## config.mk

```make
export PLATFORM = sky130hd
export DESIGN_NAME = pci_burst_initiator_flat
export DESIGN_NICKNAME = d
export VERILOG_FILES = /design/src/rtl/pci_burst_initiator_pkg.sv /design/src/rtl/pci_burst_initiator_if.sv /design/src/rtl/pci_burst_initiator_latency_timer.sv /design/src/rtl/pci_burst_initiator.sv /design/src/flat_wrapper.sv
export SDC_FILE = /design/constraint.sdc
export NUM_CORES = 1
export LEC_CHECK = 0
export BUFFER_PORTS_ARGS = -buffer_cell sky130_fd_sc_hd__buf_2
export CORE_MARGIN = 2
export CORE_UTILIZATION = 56
export CTS_BUF_LIST = sky130_fd_sc_hd__clkbuf_8
export CTS_CLUSTER_DIAMETER = 200
export DETAILED_ROUTE_END_ITERATION = 10
export GPL_TIMING_DRIVEN = 0
export PLACE_DENSITY = 0.77
export REMOVE_ABC_BUFFERS = 1
export SYNTH_ARGS = -nofsm -noshare
export SYNTH_HDL_FRONTEND = slang
export SYNTH_HIERARCHICAL = 1
export SYNTH_SLANG_ARGS = --single-unit
```

## constraint.sdc

```tcl
create_clock -name clk -period 1.8 [get_ports clk]
set_input_delay 0 -clock clk [delete_from_list [all_inputs] [get_ports clk]]
set_output_delay 0 -clock clk [all_outputs]
set_load 0.01 [all_outputs]
```

## src/rtl/pci_burst_initiator_pkg.sv

```systemverilog
// Shared types and constants for the PCI burst initiator.
// Bus-side signals are active-low, so the assert/deassert levels are named here.
package pci_init_pkg;

  typedef enum logic [2:0] {
    IDLE,
    REQUEST,
    ADDR,
    DATA,
    TURN
  } state_t;

  localparam logic PCI_ASSERT   = 1'b0;
  localparam logic PCI_DEASSERT = 1'b1;

endpackage

```

## src/rtl/pci_burst_initiator_if.sv

```systemverilog
// Handshake and bus signals between the initiator and the arbiter / PCI bus.
// The master modport is the initiator's view; slave is the environment's view.
interface pci_burst_initiator_if #(
  parameter int LEN_W = 5
);

  logic             start;
  logic [LEN_W-1:0] burst_len;
  logic             GNT;
  logic             TRDY;
  logic             GLOBAL_FRAME;
  logic             GLOBAL_IRDY;
  logic             REQ;
  logic             FRAME;
  logic             IRDY;
  logic             I_AM_OWNER;
  logic             data_ack;
  logic             done;
  logic [LEN_W-1:0] xfer_count;

  modport master (
    input  start, burst_len, GNT, TRDY, GLOBAL_FRAME, GLOBAL_IRDY,
    output REQ, FRAME, IRDY, I_AM_OWNER, data_ack, done, xfer_count
  );

  modport slave (
    output start, burst_len, GNT, TRDY, GLOBAL_FRAME, GLOBAL_IRDY,
    input  REQ, FRAME, IRDY, I_AM_OWNER, data_ack, done, xfer_count
  );

endinterface

```

## src/rtl/pci_burst_initiator_latency_timer.sv

```systemverilog
// Latency-timer down-counter: loaded at the address phase, counts down during data
// phases and saturates at zero, where it reports expiry.
module pci_latency_timer #(
  parameter int LAT_TIMER = 8
) (
  input  logic clk,
  input  logic rst_n,
  input  logic load,
  input  logic en,
  output logic expired
);

  localparam int CW = $clog2(LAT_TIMER + 1);

  logic [CW-1:0] count_q;

  always_ff @(posedge clk or negedge rst_n) begin
    if (!rst_n) begin
      count_q <= '0;
    end else if (load) begin
      count_q <= CW'(LAT_TIMER);
    end else if (en && (count_q != '0)) begin
      count_q <= count_q - 1'b1;
    end
  end

  assign expired = (count_q == '0);

endmodule

```

## src/rtl/pci_burst_initiator.sv

```systemverilog
// PCI bus-master burst initiator: request, one address phase, 1..MAX_BURST data phases, release.
// Optional macro PCI_LAT_TIMER_EN adds latency-timer truncation when the grant is withdrawn.
module pci_burst_initiator
  import pci_init_pkg::*;
#(
  parameter int MAX_BURST = 16,
  parameter int LEN_W     = $clog2(MAX_BURST + 1),
  parameter int LAT_TIMER = 8
) (
  input logic                   clk,
  input logic                   rst_n,
  pci_burst_initiator_if.master bus
);

  state_t           state_q, state_d;
  logic [LEN_W-1:0] remaining_q, remaining_d;
  logic [LEN_W-1:0] count_q, count_d;
  logic             req_q, req_d;
  logic             frame_q, frame_d;
  logic             irdy_q, irdy_d;
  logic             owner_q, owner_d;
  logic             ack_q, ack_d;
  logic             done_q, done_d;
  logic [LEN_W-1:0] len_clamped;
  logic             bus_idle;
  logic             phase_done;
  logic             truncate;

  assign bus_idle   = bus.GLOBAL_FRAME & bus.GLOBAL_IRDY;
  assign phase_done = (irdy_q == PCI_ASSERT) && (bus.TRDY == PCI_ASSERT);

  always_comb begin
    if (bus.burst_len == '0) begin
      len_clamped = LEN_W'(1);
    end else if (bus.burst_len > LEN_W'(MAX_BURST)) begin
      len_clamped = LEN_W'(MAX_BURST);
    end else begin
      len_clamped = bus.burst_len;
    end
  end

`ifdef PCI_LAT_TIMER_EN
  logic lat_expired;

  pci_latency_timer #(
    .LAT_TIMER(LAT_TIMER)
  ) u_lat_timer (
    .clk    (clk),
    .rst_n  (rst_n),
    .load   (state_q == ADDR),
    .en     (state_q == DATA),
    .expired(lat_expired)
  );

  assign truncate = lat_expired && (bus.GNT == PCI_DEASSERT);
`else
  assign truncate = 1'b0;
`endif

  always_ff @(posedge clk or negedge rst_n) begin
    if (!rst_n) begin
      state_q     <= IDLE;
      remaining_q <= '0;
      count_q     <= '0;
      req_q       <= PCI_DEASSERT;
      frame_q     <= PCI_DEASSERT;
      irdy_q      <= PCI_DEASSERT;
      owner_q     <= 1'b0;
      ack_q       <= 1'b0;
      done_q      <= 1'b0;
    end else begin
      state_q     <= state_d;
      remaining_q <= remaining_d;
      count_q     <= count_d;
      req_q       <= req_d;
      frame_q     <= frame_d;
      irdy_q      <= irdy_d;
      owner_q     <= owner_d;
      ack_q       <= ack_d;
      done_q      <= done_d;
    end
  end

  // A deasserted FRAME# during DATA marks the pending phase as the last one.
  always_comb begin
    state_d = state_q;
    unique case (state_q)
      IDLE:    if (bus.start) state_d = REQUEST;
      REQUEST: if ((bus.GNT == PCI_ASSERT) && bus_idle) state_d = ADDR;
      ADDR:    state_d = DATA;
      DATA:    if (phase_done && (frame_q == PCI_DEASSERT)) state_d = TURN;
      TURN:    state_d = IDLE;
      default: state_d = IDLE;
    endcase
  end

  always_comb begin
    remaining_d = remaining_q;
    count_d     = count_q;
    req_d       = req_q;
    frame_d     = frame_q;
    irdy_d      = irdy_q;
    owner_d     = owner_q;
    ack_d       = 1'b0;
    done_d      = 1'b0;
    unique case (state_q)
      IDLE: begin
        if (bus.start) begin
          remaining_d = len_clamped;
          count_d     = '0;
          req_d       = PCI_ASSERT;
        end
      end
      REQUEST: begin
        if ((bus.GNT == PCI_ASSERT) && bus_idle) begin
          frame_d = PCI_ASSERT;
          req_d   = PCI_DEASSERT;
          owner_d = 1'b1;
        end else begin
          req_d = PCI_ASSERT;
        end
      end
      ADDR: begin
        irdy_d  = PCI_ASSERT;
        frame_d = (remaining_q == LEN_W'(1)) ? PCI_DEASSERT : PCI_ASSERT;
      end
      DATA: begin
        if (phase_done) begin
          ack_d       = 1'b1;
          count_d     = count_q + 1'b1;
          remaining_d = remaining_q - 1'b1;
          if (frame_q == PCI_DEASSERT) begin
            irdy_d  = PCI_DEASSERT;
            owner_d = 1'b0;
            done_d  = 1'b1;
          end else if (remaining_q == LEN_W'(2)) begin
            frame_d = PCI_DEASSERT;
          end
        end
        if ((frame_q == PCI_ASSERT) && truncate && (remaining_q >= LEN_W'(2))) begin
          frame_d = PCI_DEASSERT;
        end
      end
      TURN: begin
      end
      default: begin
      end
    endcase
  end

  assign bus.REQ        = req_q;
  assign bus.FRAME      = frame_q;
  assign bus.IRDY       = irdy_q;
  assign bus.I_AM_OWNER = owner_q;
  assign bus.data_ack   = ack_q;
  assign bus.done       = done_q;
  assign bus.xfer_count = count_q;

endmodule

```

## src/flat_wrapper.sv

```systemverilog
// flat-port wrapper written by rule: the top's interface ports become plain ports
module pci_burst_initiator_flat import pci_init_pkg::*;
#(
  parameter int MAX_BURST = 16,
  parameter int LEN_W     = $clog2(MAX_BURST + 1),
  parameter int LAT_TIMER = 8
)
  (clk, rst_n, bus_start, bus_burst_len, bus_GNT, bus_TRDY, bus_GLOBAL_FRAME, bus_GLOBAL_IRDY, bus_REQ, bus_FRAME, bus_IRDY, bus_I_AM_OWNER, bus_data_ack, bus_done, bus_xfer_count);
  pci_burst_initiator_if #(.LEN_W(LEN_W)) bus_i ();
  input logic clk;
  input logic rst_n;
  input wire logic [$bits(bus_i.start)-1:0] bus_start;
  input wire logic [$bits(bus_i.burst_len)-1:0] bus_burst_len;
  input wire logic [$bits(bus_i.GNT)-1:0] bus_GNT;
  input wire logic [$bits(bus_i.TRDY)-1:0] bus_TRDY;
  input wire logic [$bits(bus_i.GLOBAL_FRAME)-1:0] bus_GLOBAL_FRAME;
  input wire logic [$bits(bus_i.GLOBAL_IRDY)-1:0] bus_GLOBAL_IRDY;
  output wire logic [$bits(bus_i.REQ)-1:0] bus_REQ;
  output wire logic [$bits(bus_i.FRAME)-1:0] bus_FRAME;
  output wire logic [$bits(bus_i.IRDY)-1:0] bus_IRDY;
  output wire logic [$bits(bus_i.I_AM_OWNER)-1:0] bus_I_AM_OWNER;
  output wire logic [$bits(bus_i.data_ack)-1:0] bus_data_ack;
  output wire logic [$bits(bus_i.done)-1:0] bus_done;
  output wire logic [$bits(bus_i.xfer_count)-1:0] bus_xfer_count;
  assign bus_i.start = bus_start;
  assign bus_i.burst_len = bus_burst_len;
  assign bus_i.GNT = bus_GNT;
  assign bus_i.TRDY = bus_TRDY;
  assign bus_i.GLOBAL_FRAME = bus_GLOBAL_FRAME;
  assign bus_i.GLOBAL_IRDY = bus_GLOBAL_IRDY;
  assign bus_REQ = bus_i.REQ;
  assign bus_FRAME = bus_i.FRAME;
  assign bus_IRDY = bus_i.IRDY;
  assign bus_I_AM_OWNER = bus_i.I_AM_OWNER;
  assign bus_data_ack = bus_i.data_ack;
  assign bus_done = bus_i.done;
  assign bus_xfer_count = bus_i.xfer_count;
  pci_burst_initiator #(.MAX_BURST(MAX_BURST), .LEN_W(LEN_W), .LAT_TIMER(LAT_TIMER)) u_core (.clk(clk), .rst_n(rst_n), .bus(bus_i));
endmodule
```

==> metrics.md, run 1 <==
| Metric | Value |
|---|---|
| Most frequent cells in the layout | 22 x buf_2, 14 x dfrtp_1, 7 x nand2_1 |
| Clk Latency, worst-skew pair | 0.26 ns |
| Crit path max-delay family | flip-flops |
| Clock Pin Slew Worst Setup and Hold Paths | 0.07 ns |
| Total CTS buffers | 3 |
| Cell count after synthesis | 111 |
| Vias in the first global route | 883 |
| Core area | 1980 sq um |
| Io pins | 23 |
| Fillers | 169 |
| Number of synthesized flops with an enable pin | 0 |
| Largest net degree at the start of global routing | 20 |
| Dominant cells by area after synthesis | dfrtp_1 34%, dfstp_2 6.7%, ha_1 4.2% |
| GRT Overall Usage | 0.222 |
| First-iteration detailed-routing DRC count | 15 |
| Ant. Diodes | 0 |
| First-pass GRT wire length | 4150 microns |
| CTS tree | yes |
| GP Congestion | 0.811 |
| Multi-input gate area | 622 sq um |
| Setup TNS | 0 ns |
| Area grow syn2layout | 13.4% |
| Worst path slowest cell | dfrtp_1 |
| Die height | 49.9 microns |
| Post-synth top area cell | dfrtp_1 |
| Setup crit start kind | register |
| Post-route DRC violation count | 0 |
| Status | complete, no violations |
| Worst Hold Depth | 3 |
| Fin cells | 159 |
| Relative slew margins | 0.678 |
| Post-synth top area share | 0.339 |
| Reg2Reg Depth | 3 |
| Die X | 49.9 microns |
| Synthesized cell area | 1180 sq um |
| Initial antenna violation count | 0 |
| Cells after DPL | 154 |
| Final WL | 2390 microns |
| Vias per cell | 5.80 |
| Routed wire per std cell | 15.0 microns |
| Critical Path AT | 1.87 ns |
| Seq/Total Area, Yosys | 0.406 |
| Final Cycle Share | 0.957 |
| P per Cell Area | 1680 nW/um^2 |
| Register area | 482 sq um |
| Period minus WS final | 1.72 ns |
| Site Rows | 16 |
| Max Slew Vio Count | 0 |
| Initial Util | 0.595 |
| Worst-Margin Slew | 0.483 ns |
| Max stage delay on crit path | 0.55 ns |
| Final setup viols | 0 |
| Fmax | 580 MHz |
| Crit path required time | 1.94 ns |
| Pleak | 0.609 nW |
| Post-synth ARST share | 1.00 |
| Max-Cap Viols | 0 |
| Dpl hpwl | 1730 microns |
| Yosys warns | 6 |
| Final Net Count | 149 |
| Mean Syn Cell Area | 10.6 sq um |
| Crit path capture type | register |
| Crit path depth | 3 |
| WP buf/inv | 0 |
| Synth Register Bits | 19 |
| Full die area | 2490 sq um |
| Crit Path Max Fanout | 15 |
| Hold Path Class | input port to register |
| TritonRoute pass-1 iters | 4 |
| Distinct cells, synth | 52 |
| Grt total ovfl | 0 |
| Ys flop type | dfrtp_1 |
| WS Path Type | register to register |
| Most common cell after layout, fill and taps aside | buf_2 |
| DRT antenna net count | 0 |
| Clock root buffer | clkbuf_8 |
| Skew final | 0.00459 ns |
| Sink Count | 19 |
| Max VDD drop | 1060 uV |
| Clock buffer depth | 2 |
| Layout cells sized above 1 | 0.348 |
| Cell Chain, Critical Path | and3b_4, a21oi_2, o32a_1 |
| Final-report hold violation count | 0 |
| H-tree depth | 1 |
| Vias | 922 |
| Port Buf Inserts | 22 |
-- cell families (layout without fill, tap and decap cells) --
logic type,after synthesis,count (layout),share of synthesized area
multiplexers,5,5,0.0456
flip-flops,19,19,0.406
adder cells (fa/ha/maj),4,4,0.0424
AO/OA/AOI/OAI,27,27,0.190
AND/OR/NAND/NOR,41,41,0.246
buffers and inverters,15,36,0.0700
-- what timing repair did --
item,CTS,global route
resized for setup,2,2
setup endpoints to repair,8,4
endpoints found under the hold margin,16,0
hold buffers,1,0
buffers inserted,0,0
-- final timing paths --
check	to	slack, ns	startpoint
max in group asynchronous	u_core/bus.IRDY	1.25	rst_n
max	u_core/remaining_q[3]	0.08	u_core/state_q[2]
min in group asynchronous	u_core/state_q[1]	0.22	rst_n
min reg2reg	u_core/bus.I_AM_OWNER	0.48	u_core/bus.I_AM_OWNER
max reg2reg	u_core/remaining_q[3]	0.08	u_core/state_q[2]
min	u_core/remaining_q[1]	0.1	bus_burst_len[4]
-- layout make-up --
class                           count  share of cell area
Tap cell                           27              0.0253
Sequential cell                    19               0.360
Inverter                            9              0.0262
Clock buffer                        3              0.0309
Timing Repair Buffer               23              0.0898
Clock inverter                      1             0.00281
Multi-Input combinational cell     77               0.465
-- metrics by stage --
stage	hold WS [ns]	utilization	total power, W	setup slack [ns]	cell area, sq um
after floorplan	-0.296	-	0.00162	0.0582	1130
after global placement	-0.0436	0.644	0.00190	-0.176	1280
after detailed placement	-0.0331	0.644	0.00194	-0.244	1280
after CTS	0.0992	0.673	0.00225	0.00918	1330
after global routing	0.124	0.675	0.00243	-0.0140	1340
final	0.0956	0.675	0.00225	0.0765	1340
-- registers in the layout (all words and copies together), names as in the netlist --
| register | flops |
|---|---|
| u_core/bus.xfer_count | 5 |
| u_core/bus.I_AM_OWNER | 1 |
| u_core/bus.FRAME | 1 |
| u_core/bus.done | 1 |
| u_core/bus.data_ack | 1 |
| u_core/state_q | 3 |
| u_core/remaining_q | 5 |
| u_core/bus.REQ | 1 |
| u_core/bus.IRDY | 1 |
-- where the power goes --
part	leakage [nW]	switching, W	total, W	internal (W)
logic	0.359	0.000555	0.00107	0.000514
clock network	0.0269	0.000141	0.000293	0.000152
registers	0.223	0.000252	0.000891	0.000639
-- cells in the mapped netlist, drive strengths merged, types with 2 or more instances --
cell and instances:
nor3b 4, nand4bb 2, mux2i 2, nand2 7
o21ai 3, a21oi 4, o32a 2, inv 8
dfstp 3, ha 4, a221oi 3, nand2b 3
buf 5, mux2 3, nor4 2, nand3 2
o211ai 2, nand3b 2, dfrtp 16, a31oi 2
or3b 3, nor2 5, nor3 3, nor4b 2
-- worst min-delay path, delay by kind of cell --
| kind | cells | cell delay, ns |
|---|---|---|
| simple gates | 1 | 0.06 |
| buf+inv | 1 | 0.12 |
| compound gates | 1 | 0.14 |
-- routing by layer --
layer / vias up / global-route usage / routed length [microns]
li1: 456 / - / -
met2: 16 / 0.342 / 1130
met3: 5 / 0.0364 / 77
met5: - / 0 / 0
met4: 0 / 0.0833 / 39
met1: 445 / 0.311 / 1140
No activity file was read; power rests on OpenSTA's default activity.
==> run 2: changes to the inputs <==
- CORE_UTILIZATION: 56 -> 30
- PLACE_DENSITY: 0.77 -> 0.45
- clock period: 1.8 -> 2.1 ns (I/O delays scaled with it)
==> run 2 against run 1 <==
  * Register-to-register slack better by 0.19 ns
  * Global-route usage decreased by 8.6 points
  * Worst setup slack improved by 0.19 ns
  * Routed wire length rose by 9.5%
  * Via count increased by 1.5%
  * Clock skew is 0.00083 ns lower
  * Worst hold slack lost 0.0045 ns
  * Critical path depth stayed put
  * Total power is 15% lower
  * Cell count grew 13%
  * Sequential cell count stayed put
  * Combinational power shrank 16%
==> metrics.md, run 2 (same netlist as run 1, synthesis figures left out) <==
| Metric | Value |
|---|---|
| Max VDD drop | 411 uV (was 1060 uV) |
| Vias in the first global route | 902 (was 883) |
| GP Congestion | 0.752 (was 0.811) |
| Full die area | 4450 sq um (was 2490 sq um) |
| Most frequent cells in the layout | 22 x buf_2, 16 x dfrtp_1, 7 x nand2_1 (was 22 x buf_2, 14 x dfrtp_1, 7 x nand2_1) |
| Clock Pin Slew Worst Setup and Hold Paths | 0.07 ns (about the same) |
| Crit Path Max Fanout | 15 (unchanged) |
| Site Rows | 22 (was 16) |
| Fin cells | 180 (was 159) |
| Clock buffer depth | 2 (unchanged) |
| GRT Overall Usage | 0.136 (was 0.222) |
| Vias per cell | 5.20 (was 5.80) |
| Hold slack | 0.0911 ns (was 0.0956 ns) |
| Setup TNS | 0 ns (unchanged) |
| P per Cell Area | 1410 nW/um^2 (was 1680 nW/um^2) |
| Crit path required time | 2.24 ns (was 1.94 ns) |
| Setup crit start kind | register (unchanged) |
| Final setup viols | 0 (unchanged) |
| Final Net Count | 149 (unchanged) |
| Clock root buffer | clkbuf_8 (unchanged) |
| Sink Count | 19 (unchanged) |
| Total CTS buffers | 3 (unchanged) |
| WS Path Type | register to register (unchanged) |
| CTS tree | yes (unchanged) |
| Die X | 66.7 microns (was 49.9 microns) |
| First-iteration detailed-routing DRC count | 20 (was 15) |
| TritonRoute pass-1 iters | 4 (unchanged) |
| H-tree depth | 1 (unchanged) |
| Place WS | 0.0809 ns (was -0.244 ns) |
| Core area | 3720 sq um (was 1980 sq um) |
| Pleak | 0.609 nW (about the same) |
| Initial Util | 0.318 (was 0.595) |
| Grt total ovfl | 0 (unchanged) |
| Port Buf Inserts | 22 (unchanged) |
| Post-route DRC violation count | 0 (unchanged) |
| Hold Path Class | input port to register (unchanged) |
| Routed wire per std cell | 14.5 microns (was 15.0 microns) |
| Status | complete, no violations (unchanged) |
| Final WS setup | 0.262 ns (was 0.0765 ns) |
| RSZ-0062 raised after global routing | no |
| Dpl hpwl | 1890 microns (was 1730 microns) |
| Vias | 936 (was 922) |
| Skew final | 0.00376 ns (was 0.00459 ns) |
| DRT antenna net count | 0 (unchanged) |
| Period minus WS final | 1.84 ns (was 1.72 ns) |
| Clk Latency, worst-skew pair | 0.26 ns (about the same) |
| Largest net degree at the start of global routing | 20 (unchanged) |
| PnR Total Power | 0.00192 W (was 0.00225 W) |
| Max-Cap Viols | 0 (unchanged) |
| Die height | 66.7 microns (was 49.9 microns) |
| Most common cell after layout, fill and taps aside | buf_2 (unchanged) |
| Reg2Reg Depth | 3 (unchanged) |
| Critical Path AT | 1.98 ns (was 1.87 ns) |
| Max Slew Vio Count | 0 (unchanged) |
| Area grow syn2layout | 15.2% (was 13.4%) |
| Io pins | 23 (unchanged) |
| Worst-Margin Slew | 0.507 ns (was 0.483 ns) |
| Worst Hold Depth | 3 (unchanged) |
| Cells after DPL | 175 (was 154) |
| Crit path capture type | register (unchanged) |
| Fmax | 544 MHz (was 580 MHz) |
| Initial antenna violation count | 0 (unchanged) |
| Final-report hold violation count | 0 (unchanged) |
| Final WL | 2610 microns (was 2390 microns) |
| Final Cycle Share | 0.875 (was 0.957) |
| Ant. Diodes | 0 (unchanged) |
| Layout cells sized above 1 | 0.333 (was 0.348) |
| Relative slew margins | 0.662 (was 0.678) |
| First-pass GRT wire length | 4400 microns (was 4150 microns) |
## run 2: cell count changes in the layout (fill, tap and decap cells not counted)
cell / previous run / this run
dfrtp_2: 2 / 0
dfrtp_1: 14 / 16
and3b_2: 0 / 1
and3b_4: 1 / 0
## run 2: report_power, final
group | internal [W] | switching [W] | leakage (nW)
Clock | 0.000130 | 0.000127 | 0.0269
Combinational | 0.000430 | 0.000473 | 0.358
Sequential | 0.000543 | 0.000218 | 0.224
Total | 0.00110 | 0.000818 | 0.609
## run 2: path summary, 6_finish.rpt
path / from / end / slack, ns
max: u_core/state_q[0] / u_core/remaining_q[2] / 0.26
max in group asynchronous: rst_n / u_core/bus.IRDY / 1.55
min reg2reg: u_core/bus.I_AM_OWNER / u_core/bus.I_AM_OWNER / 0.49
min in group asynchronous: rst_n / u_core/state_q[2] / 0.21
max reg2reg: u_core/state_q[0] / u_core/remaining_q[2] / 0.26
min: bus_start / u_core/state_q[0] / 0.09
## run 2: layer usage
| metal | part of all wire | global-route usage | wire [microns] |
|---|---|---|---|
| met5 | 0 | 0 | 0 |
| met4 | 0.015 | 0.0612 | 39 |
| met3 | 0.032 | 0.0253 | 84 |
| met2 | 0.45 | 0.205 | 1180 |
| met1 | 0.50 | 0.186 | 1310 |
## run 2: area by class of cell
type	count	area, sq um
well taps	48	60.1
fillers	396	2360
repair buffers	23	120
flip-flops and latches	19	479
inverters	9	35.0
clock inverters	1	3.75
multi-input cells	77	619
clock buffers	3	41.3
## run 2: timing repair
action	in CTS	in global routing
hold buffers	1	0
setup buffers	0	0
hold endpoints to repair	16	0
endpoints found under the setup margin	0	5
gates resized for setup	0	1
## run 2: per-stage QoR
step	cell area [sq um]	util
final	1360	0.366
after global routing	1360	0.366
after CTS	1360	0.365
after detailed placement	1300	0.351
after global placement	1300	0.351
after floorplan	1130	-
## run 2: critical path, stage by stage, from the launching register on
cell     delay (ns)
dfrtp_1        0.66
and3b_2        0.50
a21oi_2        0.17
o32a_1         0.39
==> run 3: changes to the inputs <==
- HOLD_SLACK_MARGIN: not set -> 0.1
- PLACE_DENSITY: 0.45 -> not set
- SYNTH_HIERARCHICAL: 1 -> not set
==> run 3 against run 2 <==
  * Worst setup slack better by 0.080 ns
  * Routed wire length down 13%
  * Die area down 5.5%
  * Clock-buffer cell count unchanged
  * Total power down 11%
  * Critical endpoint is now u_core.remaining_q[0]
==> metrics.md, run 3 <==
| Metric | Value |
|---|---|
| Ys flop type | dfrtp_1 (unchanged) |
| RSZ-0062 raised after global routing | no (unchanged) |
| Max VDD drop | 386 uV (was 411 uV) |
| Simple-gate share of the synthesized area | 0.253 (was 0.246) |
| Yosys warns | 0 (was 6) |
| Status | complete, no violations (unchanged) |
| Dpl hpwl | 1690 microns (was 1890 microns) |
| Critical Path AT | 1.96 ns (was 1.98 ns) |
| Die height | 64.9 microns (was 66.7 microns) |
| Initial Util | 0.308 (was 0.318) |
| Routed wire per std cell | 12.5 microns (was 14.5 microns) |
| Period minus WS final | 1.76 ns (was 1.84 ns) |
| Top-count cell post-synth | dfrtp_1 (unchanged) |
| Vias | 884 (was 936) |
| P per Cell Area | 1280 nW/um^2 (was 1410 nW/um^2) |
| Post-synthesis compound-gate area fraction | 0.154 (was 0.190) |
| Reg2reg start | u_core.state_q[0] (was u_core/state_q[0]) |
| GP Congestion | 0.790 (was 0.752) |
| Final setup viols | 0 (unchanged) |
| HP Start | bus_GNT (was bus_start) |
| Synth Register Bits | 19 (unchanged) |
| Setup Buffers After CTS | 0 (unchanged) |
| Post-synth top area cell | dfrtp_1 (unchanged) |
| Worst-Margin Slew | 0.535 ns (was 0.507 ns) |
| Cell count after synthesis | 108 (was 111) |
| Synthesized cell area | 1110 sq um (was 1180 sq um) |
| GRT Overall Usage | 0.123 (was 0.136) |
| Skew final | 0.00242 ns (was 0.00376 ns) |
| Number of synthesized flops with an enable pin | 0 (unchanged) |
| Vias per cell | 4.88 (was 5.20) |
| H-tree depth | 1 (unchanged) |
| CTS tree | yes (unchanged) |
| Final WL | 2270 microns (was 2610 microns) |
| Most frequent cells in the layout | 22 x buf_2, 16 x dfrtp_1, 12 x nor2_1 (was 22 x buf_2, 16 x dfrtp_1, 7 x nand2_1) |
| Main combinational cell family by area after synthesis | simple AND/OR/NAND/NOR gates (unchanged) |
| Setup TNS | 0 ns (unchanged) |
| Sink Count | 19 (unchanged) |
| First-pass GRT wire length | 4000 microns (was 4400 microns) |
| Crit Path Max Fanout | 16 (was 15) |
| Io pins | 23 (unchanged) |
| TritonRoute pass-1 iters | 2 (was 4) |
| Initial antenna violation count | 0 (unchanged) |
| Core area | 3610 sq um (was 3720 sq um) |
| Most common cell after layout, fill and taps aside | buf_2 (unchanged) |
| Full die area | 4210 sq um (was 4450 sq um) |
| Clk Latency, worst-skew pair | 0.26 ns (about the same) |
| First-iteration detailed-routing DRC count | 37 (was 20) |
| Final-report hold violation count | 0 (unchanged) |
| Dominant cells by area after synthesis | dfrtp_1 36%, dfstp_2 7.1%, ha_1 4.5% (was dfrtp_1 34%, dfstp_2 6.7%, ha_1 4.2%) |
| Crit path required time | 2.30 ns (was 2.24 ns) |
| List of most frequent post-synthesis cells | 16 x dfrtp_1, 12 x nor2_1, 6 x o21ai_0 (was 16 x dfrtp_1, 7 x nand2_1, 5 x inv_1, 5 x nor2_1) |
| Worst Setup SP | u_core.state_q[0] (was u_core/state_q[0]) |
| Max-Cap Viols | 0 (unchanged) |
| Grt total ovfl | 0 (unchanged) |
| Crit path capture type | register (unchanged) |
| Hold slack | 0.110 ns (was 0.0911 ns) |
| Max Slew Vio Count | 0 (unchanged) |
| Post-synth top area share | 0.360 (was 0.339) |
| Hold Path Class | input port to register (unchanged) |
| Post-synthesis adder-cell area fraction | 0.0450 (was 0.0424) |
| Area grow syn2layout | 20.3% (was 15.2%) |
| Site Rows | 22 (unchanged) |
| Total CTS buffers | 3 (unchanged) |
| Fmax | 569 MHz (was 544 MHz) |
| DRT antenna net count | 0 (unchanged) |
| Post-route DRC violation count | 0 (unchanged) |
| Die X | 64.9 microns (was 66.7 microns) |
| Vias in the first global route | 893 (was 902) |
| Largest net degree at the start of global routing | 20 (unchanged) |
| Pleak | 0.608 nW (was 0.609 nW) |
| Mean Syn Cell Area | 10.3 sq um (was 10.6 sq um) |
| Setup crit start kind | register (unchanged) |
| Post-synth ARST share | 1.00 (unchanged) |
| Layout cells sized above 1 | 0.286 (was 0.333) |
| Port Buf Inserts | 22 (unchanged) |
| Post-synthesis xor/xnor area fraction | 0.0236 (was 0) |
| Clock root buffer | clkbuf_8 (unchanged) |
| Multiplexer area fraction after synthesis | 0.0417 (was 0.0456) |
| Final Cycle Share | 0.837 (was 0.875) |
| Relative slew margins | 0.643 (was 0.662) |
| Distinct cells, synth | 44 (was 52) |
| Final Net Count | 150 (was 149) |
| WS Path Type | register to register (unchanged) |
| Ant. Diodes | 0 (unchanged) |
| Clock buffer depth | 2 (unchanged) |
| Clock Pin Slew Worst Setup and Hold Paths | 0.07 ns (about the same) |
| Seq/Total Area, Yosys | 0.431 (was 0.406) |
[run 3: cell types whose count changed after synthesis, sizes merged, moves of 3 or more]
cell | before | now
a221oi | 3 | 0
nand2 | 7 | 3
nor2 | 5 | 12
or3b | 3 | 0
inv | 8 | 3
o21ai | 3 | 9
[run 3: path summary, 6_finish.rpt]
kind | end | slack (ns) | depth (start not counted)
hold reg to reg | u_core.bus.I_AM_OWNER | 0.51 | 2
setup / recovery | u_core.remaining_q[0] | 0.34 | 4
min in group asynchronous | u_core.bus.done | 0.21 | 2
hold / removal | u_core.bus.I_AM_OWNER | 0.11 | 4
max in group asynchronous | u_core.bus.IRDY | 1.56 | 2
setup reg to reg | u_core.remaining_q[0] | 0.34 | 4
[run 3: cell type report]
cell class | count | area, sq um
Tap cell | 48 | 60.1
Timing Repair Buffer | 27 | 160
Multi-Input combinational cell | 80 | 579
Inverter | 3 | 11.3
Sequential cell | 19 | 479
Fill cell | 377 | 2270
Clock buffer | 3 | 41.3
Clock inverter | 1 | 5.00
[run 3: critical path, cell delays in order (launching register included)]
cell      delay, ns
dfrtp_1        0.68
nor4bb_2       0.39
o21bai_2       0.22
nor4_1         0.28
a211o_1        0.13
[run 3: cells by family (layout without fill, tap and decap cells)]
| logic type | Yosys count | after routing |
|---|---|---|
| buffers and inverters | 9 | 34 |
| AO/OA/AOI/OAI | 26 | 26 |
| XOR/XNOR | 3 | 3 |
| multiplexers | 4 | 4 |
| AND/OR/NAND/NOR | 43 | 43 |
| flip-flops | 19 | 19 |
| adder cells (fa/ha/maj) | 4 | 4 |
[run 3: routing by layer]
metal  share of wire  wire (microns)  track usage  vias to the layer above
li1                -               -            -                      441
met1            0.46            1040        0.144                      418
met2            0.47            1080        0.216                       23
met3           0.060             136       0.0382                        2
met4          0.0071              16       0.0319                        0
met5               0               0            0                        -
[run 3: metrics by stage]
step	setup WS (ns)	power [W]	std cells	util	area, sq um
2_1_floorplan	0.389	0.00122	102	-	1070
3_3_place_gp	0.143	0.00142	172	0.343	1240
3_5_place_dp	0.124	0.00145	172	0.343	1240
4_1_cts	0.116	0.00173	181	0.370	1330
5_1_grt	0.172	0.00188	181	0.371	1340
6_report	0.342	0.00170	181	0.371	1340
[run 3: what timing repair did]
| item | in CTS | in global routing |
|---|---|---|
| endpoints found under the hold margin | 23 | 0 |
| resized for setup | 0 | 1 |
| hold buffers | 5 | 0 |
| endpoints found under the setup margin | 0 | 4 |
[run 3: power by group]
group	internal (W)	switching (W)	total [W]	leakage, nW
sequential	0.000521	0.000193	0.000714	0.224
combinational	0.000351	0.000381	0.000733	0.359
clock	0.000132	0.000126	0.000258	0.0255
